## src/rtl/mem_stage_pkg.sv

```systemverilog
// Shared definitions for the memory stage: funct3 size encodings, FSM states,
// byte-enable patterns and the funct3 size decoder.
package mem_stage_pkg;

  localparam logic [2:0] Funct3Lb  = 3'b000;
  localparam logic [2:0] Funct3Lh  = 3'b001;
  localparam logic [2:0] Funct3Lw  = 3'b010;
  localparam logic [2:0] Funct3Lbu = 3'b100;
  localparam logic [2:0] Funct3Lhu = 3'b101;

  typedef enum logic [1:0] {SizeByte, SizeHalf, SizeWord} mem_size_e;

  typedef logic [1:0] mem_state_t;
  localparam mem_state_t StIdle = 2'd0;
  localparam mem_state_t StReq  = 2'd1;
  localparam mem_state_t StWait = 2'd2;
  localparam mem_state_t StDone = 2'd3;

  localparam logic [3:0] BeByte   = 4'b0001;
  localparam logic [3:0] BeHalfLo = 4'b0011;
  localparam logic [3:0] BeHalfHi = 4'b1100;
  localparam logic [3:0] BeWord   = 4'b1111;

  // Undefined encodings fall through to a full-word access.
  function automatic mem_size_e funct3_size(input logic [2:0] funct3);
    case (funct3)
      Funct3Lb, Funct3Lbu: return SizeByte;
      Funct3Lh, Funct3Lhu: return SizeHalf;
      default:             return SizeWord;
    endcase
  endfunction

endpackage

```

## src/rtl/mem_load_align.sv

```systemverilog
// Load data aligner: selects the addressed byte/half lane of a read word and
// sign- or zero-extends it according to funct3.
module mem_load_align
  import mem_stage_pkg::*;
(
  input  logic [31:0] rdata_i,
  input  logic [1:0]  lane_i,
  input  logic [2:0]  funct3_i,
  output logic [31:0] result_o
);

  logic [7:0]  byte_v;
  logic [15:0] half_v;
  logic        sext;

  always_comb begin
    case (lane_i)
      2'd0:    byte_v = rdata_i[7:0];
      2'd1:    byte_v = rdata_i[15:8];
      2'd2:    byte_v = rdata_i[23:16];
      default: byte_v = rdata_i[31:24];
    endcase
    half_v = lane_i[1] ? rdata_i[31:16] : rdata_i[15:0];
    sext   = ~funct3_i[2];
    case (funct3_size(funct3_i))
      SizeByte: result_o = {{24{sext & byte_v[7]}}, byte_v};
      SizeHalf: result_o = {{16{sext & half_v[15]}}, half_v};
      default:  result_o = rdata_i;
    endcase
  end

endmodule

```

## src/rtl/mem_stage.sv

```systemverilog
// Memory pipeline stage: drives a req/gnt/rvalid data port for loads/stores,
// stalls upstream while busy, passes non-memory results through in one cycle.
// Optional MEM_MISALIGN_CHECK_EN flags misaligned H/W accesses instead of aligning them.
module mem_stage
  import mem_stage_pkg::*;
#(
  parameter int unsigned TIMEOUT_CYCLES = 64
) (
  input  logic        clk_i,
  input  logic        rst_ni,
  input  logic        ex_mem_valid_inst_i,
  input  logic [31:0] ex_mem_alu_result_i,
  input  logic [31:0] ex_mem_regb_i,
  input  logic        ex_mem_rd_mem_i,
  input  logic        ex_mem_wr_mem_i,
  input  logic [2:0]  ex_mem_funct3_i,
  output logic        dmem_req_o,
  output logic        dmem_we_o,
  output logic [31:0] dmem_addr_o,
  output logic [31:0] dmem_wdata_o,
  output logic [3:0]  dmem_be_o,
  input  logic        dmem_gnt_i,
  input  logic        dmem_rvalid_i,
  input  logic [31:0] dmem_rdata_i,
  output logic        mem_stall_o,
  output logic        mem_valid_o,
  output logic [31:0] mem_result_o,
  output logic        mem_bus_err_o,
  output logic        mem_misaligned_o
);

  localparam int unsigned CntW = (TIMEOUT_CYCLES > 1) ? $clog2(TIMEOUT_CYCLES) : 1;
  localparam bit TimeoutEn = (TIMEOUT_CYCLES != 0);
  localparam logic [CntW-1:0] CntLast = CntW'(TimeoutEn ? TIMEOUT_CYCLES - 1 : 0);

  mem_state_t      state_q, state_d;
  logic [CntW-1:0] cnt_q, cnt_d;
  logic [29:0]     word_addr_q, word_addr_d;
  logic [31:0]     regb_q, regb_d;
  logic [2:0]      funct3_q, funct3_d;
  logic [1:0]      lane_q, lane_d;
  logic            load_q, load_d;
  logic            rsp_pend_q, rsp_pend_d;
  logic            valid_q, valid_d;
  logic [31:0]     result_q, result_d;
  logic            bus_err_q, bus_err_d;
  logic            misaligned_q, misaligned_d;

  logic        mem_op;
  mem_size_e   size_in, size_q;
  logic [1:0]  lane_in;
  logic        misalign_in;
  logic        timeout_hit;
  logic [31:0] load_data;

  assign mem_op      = ex_mem_valid_inst_i & (ex_mem_rd_mem_i | ex_mem_wr_mem_i);
  assign size_in     = funct3_size(ex_mem_funct3_i);
  assign size_q      = funct3_size(funct3_q);
  assign timeout_hit = TimeoutEn && (cnt_q == CntLast);

  // Lane is forced to natural alignment; without the check this is the only handling.
  always_comb begin
    case (size_in)
      SizeByte: lane_in = ex_mem_alu_result_i[1:0];
      SizeHalf: lane_in = {ex_mem_alu_result_i[1], 1'b0};
      default:  lane_in = 2'b00;
    endcase
  end

`ifdef MEM_MISALIGN_CHECK_EN
  assign misalign_in = ((size_in == SizeHalf) && ex_mem_alu_result_i[0]) ||
                       ((size_in == SizeWord) && (ex_mem_alu_result_i[1:0] != 2'b00));
`else
  assign misalign_in = 1'b0;
`endif

  mem_load_align u_load_align (
    .rdata_i  (dmem_rdata_i),
    .lane_i   (lane_q),
    .funct3_i (funct3_q),
    .result_o (load_data)
  );

  always_comb begin
    dmem_req_o   = 1'b0;
    dmem_we_o    = 1'b0;
    dmem_addr_o  = '0;
    dmem_wdata_o = '0;
    dmem_be_o    = '0;
    if (state_q == StReq) begin
      dmem_req_o  = 1'b1;
      dmem_we_o   = ~load_q;
      dmem_addr_o = {word_addr_q, 2'b00};
      case (size_q)
        SizeByte: begin
          dmem_be_o    = BeByte << lane_q;
          dmem_wdata_o = {4{regb_q[7:0]}};
        end
        SizeHalf: begin
          dmem_be_o    = lane_q[1] ? BeHalfHi : BeHalfLo;
          dmem_wdata_o = {2{regb_q[15:0]}};
        end
        default: begin
          dmem_be_o    = BeWord;
          dmem_wdata_o = regb_q;
        end
      endcase
    end
  end

  always_comb begin
    case (state_q)
      StIdle:         mem_stall_o = mem_op;
      StReq, StWait:  mem_stall_o = 1'b1;
      default:        mem_stall_o = 1'b0;
    endcase
  end

  always_comb begin
    state_d      = state_q;
    cnt_d        = cnt_q;
    word_addr_d  = word_addr_q;
    regb_d       = regb_q;
    funct3_d     = funct3_q;
    lane_d       = lane_q;
    load_d       = load_q;
    rsp_pend_d   = rsp_pend_q;
    valid_d      = 1'b0;
    result_d     = result_q;
    bus_err_d    = 1'b0;
    misaligned_d = 1'b0;
    case (state_q)
      StIdle: begin
        if (mem_op) begin
          word_addr_d = ex_mem_alu_result_i[31:2];
          regb_d      = ex_mem_regb_i;
          funct3_d    = ex_mem_funct3_i;
          lane_d      = lane_in;
          load_d      = ex_mem_rd_mem_i;
          cnt_d       = '0;
          rsp_pend_d  = 1'b0;
          if (misalign_in) begin
            state_d      = StDone;
            valid_d      = 1'b1;
            misaligned_d = 1'b1;
            result_d     = '0;
          end else begin
            state_d = StReq;
          end
        end else if (ex_mem_valid_inst_i) begin
          valid_d  = 1'b1;
          result_d = ex_mem_alu_result_i;
        end
      end
      StReq: begin
        // Stores have nothing to write back, so they complete with a zero result.
        if (dmem_gnt_i && !load_q) begin
          state_d  = StDone;
          valid_d  = 1'b1;
          result_d = '0;
        end else if (timeout_hit) begin
          state_d   = StDone;
          valid_d   = 1'b1;
          bus_err_d = 1'b1;
          result_d  = '0;
        end else begin
          cnt_d = cnt_q + CntW'(1);
          if (dmem_gnt_i) begin
            state_d = StWait;
            // Response arriving with the grant is parked and retired from WAIT.
            if (dmem_rvalid_i) begin
              rsp_pend_d = 1'b1;
              result_d   = load_data;
            end
          end
        end
      end
      StWait: begin
        if (rsp_pend_q || dmem_rvalid_i) begin
          state_d = StDone;
          valid_d = 1'b1;
          if (!rsp_pend_q) result_d = load_data;
        end else if (timeout_hit) begin
          state_d   = StDone;
          valid_d   = 1'b1;
          bus_err_d = 1'b1;
          result_d  = '0;
        end else begin
          cnt_d = cnt_q + CntW'(1);
        end
      end
      default: state_d = StIdle;
    endcase
  end

  always_ff @(posedge clk_i or negedge rst_ni) begin
    if (!rst_ni) begin
      state_q      <= StIdle;
      cnt_q        <= '0;
      word_addr_q  <= '0;
      regb_q       <= '0;
      funct3_q     <= '0;
      lane_q       <= '0;
      load_q       <= 1'b0;
      rsp_pend_q   <= 1'b0;
      valid_q      <= 1'b0;
      result_q     <= '0;
      bus_err_q    <= 1'b0;
      misaligned_q <= 1'b0;
    end else begin
      state_q      <= state_d;
      cnt_q        <= cnt_d;
      word_addr_q  <= word_addr_d;
      regb_q       <= regb_d;
      funct3_q     <= funct3_d;
      lane_q       <= lane_d;
      load_q       <= load_d;
      rsp_pend_q   <= rsp_pend_d;
      valid_q      <= valid_d;
      result_q     <= result_d;
      bus_err_q    <= bus_err_d;
      misaligned_q <= misaligned_d;
    end
  end

  assign mem_valid_o      = valid_q;
  assign mem_result_o     = result_q;
  assign mem_bus_err_o    = bus_err_q;
  assign mem_misaligned_o = misaligned_q;

endmodule

```

## config.mk

```make
export PLATFORM = sky130hd
export DESIGN_NAME = mem_stage
export DESIGN_NICKNAME = d
export VERILOG_FILES = /design/src/rtl/mem_stage_pkg.sv /design/src/rtl/mem_load_align.sv /design/src/rtl/mem_stage.sv
export SDC_FILE = /design/constraint.sdc
export NUM_CORES = 1
export LEC_CHECK = 0
export BUFFER_PORTS_ARGS = -buffer_cell sky130_fd_sc_hd__buf_2
export CAP_MARGIN = 20
export CORE_ASPECT_RATIO = 0.9
export CORE_UTILIZATION = 45
export DETAILED_ROUTE_END_ITERATION = 6
export GPL_TIMING_DRIVEN = 1
export PLACE_DENSITY = 0.81
export SETUP_SLACK_MARGIN = 0.2
export SYNTH_ARGS = -nofsm -noshare
export SYNTH_HDL_FRONTEND = slang
export SYNTH_HIERARCHICAL = 1
export SYNTH_SLANG_ARGS = --single-unit
```

## constraint.sdc

```tcl
create_clock -name clk_i -period 2.2 [get_ports clk_i]
set_input_delay 0.22 -clock clk_i [delete_from_list [all_inputs] [get_ports clk_i]]
set_output_delay 0.22 -clock clk_i [all_outputs]
set_load 0.01 [all_outputs]
```

==> impl_results.md <==
* Max cap viols at 0
* Worst VDD drop at 1040 uV
* FFs w/ async S/R, synth at 100%
* Leakage at 4.35 nW
* Via-per-instance ratio at 5.47
* Die area at 0.0155 mm^2
* Comb pwr share at 63.7%
* Worst hold path class: in -> reg
* Distinct cells, synth at 43
* Dpl cells at 1,015
* Layout cells sized above 1 at 46.1%
* Largest area contributor in the netlist: dfrtp_1
* Normalized max-slew margin at 53.0%
* Share of the synthesized area in the top cell type at 41.1%
* Wirelength per Cell at 18.2 um
* H-Tree Depth at 3
* CP Launch Type: register
* Placed Area at 0.00806 mm^2
* Worst EP required at 2.44 ns
* CP arrival at 2.21 ns
* Fin crit period at 1.97 ns
* Pint at 8.94 mW
* RD Place Congestion at 0.921
* Flop pwr share at 25.2%
* Crit Path Category: reg -> reg
* Avg Inst Size Synth at 10.5 um^2
* Ys flop type: dfrtp_1
* Non-filler cells, final at 1,054
* Clock skew at 0.00600 ns
* Register area share after synthesis at 41.1%
* Setup violators final at 0
* Area Growth Syn to Fin at 29.3%
* Clock sinks at 111
* DRT Wirelength at 19,200 um
* Placement Rows at 42
* Cells after Synth at 640
* CP peak stage delay at 0.45 ns
* Worst-Margin Slew at 0.705 ns
* Most frequent cells in the layout: buf_2 (207), dfrtp_1 (106), mux2_2 (68)
* Nets at 961
* P_sw at 5.98 mW
* TNS Setup at 0 ns
* Synthesis-stage register bit count at 111
* Total CTS buffers at 9
* Grt total ovfl at 0
* Endpoint class of the critical path: register
* First-pass DRT Iterations at 6
* RSZ-0062 raised after global routing: true
* Die height at 118 um
* Initial DRC count at 371
* Final hold viol count at 0
* Clock Latency Late Sink at 0.35 ns
* Slowest-stage cell, CP: dfrtp_2
* Util after Layout at 59.5%
* Initial Util at 46.0%
* Synth warnings at 6
* EDFF count, synth at 0
* Clock transition at the registers of the reported paths at 0.08 ns
* Final period util at 89.5%
* DRC at 0
* CTS max path bufs at 2
* Vias in the first global route at 5,377
* PortBufs at 208
* First-pass GRT wire length at 29,300 um
* Vias post-DR at 5,767
* Power Dens Cells at 1710 mW/mm^2
* I/O Pins at 212
* Design area at 0.00873 mm^2
* Commonest non-fill, non-tap cell in the layout: buf_2
* Final ANT Viol Nets at 0
* CP max FO at 12
* CTS tree: done
* CP Cell Sequence: mux2_4, a22oi_4, buf_6, clkbuf_16, o22ai_1, mux2i_1, nor2_1, mux2_4
* Most area-consuming cells after synthesis: dfrtp_1 (41%), mux2_2 (12%), mux2i_1 (9.5%)
* CTS root buffer: clkbuf_16
* Detail Placement HPWL at 13,200 um
* Final Max Slew Viols at 0
* Status: complete, no violations
* Die width at 131 um
* Clock share of power at 11.1%
* Total GRT Usage at 24.5%
* Net Sw Frac at 40.1%
* WHS at 0.0936 ns
* CORE AREA at 0.0147 mm^2
* Post-Syn Area at 0.00675 mm^2
* Initial antenna violation count at 2
* Most used cell along the critical path: mux2_4
* FMAX at 508 MHz
* Pin count of the biggest net entering global routing at 52
[per-stage QoR]
step	setup WS, ns	total power [mW]
finish	0.231	14.9
global route	0.128	15.9
CTS	0.201	14.5
detailed placement	0.191	12.1
global placement	0.227	11.9
floorplan	0.358	9.75
[cells in the mapped netlist (8+ instances only)]
cell and number:
dfrtp_1 111, mux2_2 69, mux2i_1 64, a21oi_1 51, and2_1 46, nor2_1 45
nand2_1 35, mux2_4 32, nor2b_1 32, o21ai_0 29, clkbuf_1 23, buf_2 18
a21boi_0 9, o221ai_1 8
[worst max-delay path, delay by kind of cell, from the launching register on]
family / cells / cell delay, ns
compound gates: 2 / 0.30
flops: 1 / 0.45
mux: 3 / 0.77
buf+inv: 2 / 0.29
simple gates: 1 / 0.06
[cell families (layout without fill, tap and decap cells)]
| kind of cell | after synthesis | in the layout | share of synthesized area [%] |
|---|---|---|---|
| other cells | 1 | 4 | 0.0555 |
| fa+ha+maj | 5 | 5 | 0.927 |
| compound gates | 117 | 117 | 11.1 |
| flops | 111 | 111 | 41.1 |
| simple gates | 182 | 182 | 14.1 |
| mux | 165 | 165 | 28.1 |
| buf+inv | 59 | 272 | 4.50 |
[flip-flops by register name (all words and copies together) (netlist names)]
signal,cells
funct3_q,3
load_q,1
mem_result_o,32
mem_valid_o,1
lane_q,2
cnt_q,6
state_q,2
word_addr_q,30
rsp_pend_q,1
mem_bus_err_o,1
regb_q,32
[final timing paths]
check,startpoint,to,slack [ns],cells past startpoint
setup / recovery,lane_q[0]$_DFFE_PN0P_,mem_result_o[15]$_DFFE_PN0P_,0.23,8
hold / removal,ex_mem_regb_i[10],regb_q[10]$_DFFE_PN0P_,0.09,2
setup reg to reg,lane_q[0]$_DFFE_PN0P_,mem_result_o[15]$_DFFE_PN0P_,0.23,8
hold reg to reg,word_addr_q[8]$_DFFE_PN0P_,word_addr_q[8]$_DFFE_PN0P_,0.50,1
max in group asynchronous,rst_ni,funct3_q[1]$_DFFE_PN0P_,1.07,3
min in group asynchronous,rst_ni,mem_valid_o$_DFF_PN0_,0.46,2
[metal layers]
layer | routed length (um) | vias up | track usage (%)
li1 | - | 2660 | -
met1 | 8330 | 2811 | 31.7
met2 | 9090 | 251 | 40.0
met3 | 1280 | 43 | 6.48
met4 | 497 | 2 | 7.87
met5 | 13 | - | 0
[timing repair]
item / 4_1_cts / 5_1_grt
buffers inserted: 6 / 11
pin swaps: 2 / 4
hold endpoints to repair: 49 / 0
setup endpoints to repair: 51 / 50
gates resized for setup: 14 / 14
gates cloned: 3 / 1
hold buffers: 1 / 0
[final cells by class]
type | instances | area [um^2]
fill | 1232 | 5930
multi-input combinational | 472 | 3750
sequential | 111 | 2790
timing repair buffer | 249 | 1620
tap | 198 | 248
clock buffer | 9 | 225
clock inverter | 7 | 72.6
inverter | 7 | 30.0
antenna | 1 | 2.50
[power by group through the flow]
stage / logic, mW / clock network [mW] / registers (mW)
after global routing: 10.2 / 1.76 / 3.90
after global placement: 8.14 / 0 / 3.73
after floorplan: 6.11 / 0 / 3.64
final: 9.50 / 1.66 / 3.76
after detailed placement: 8.34 / 0 / 3.77
after CTS: 9.03 / 1.70 / 3.75
Note: power is estimated with default switching activity, not from simulation.
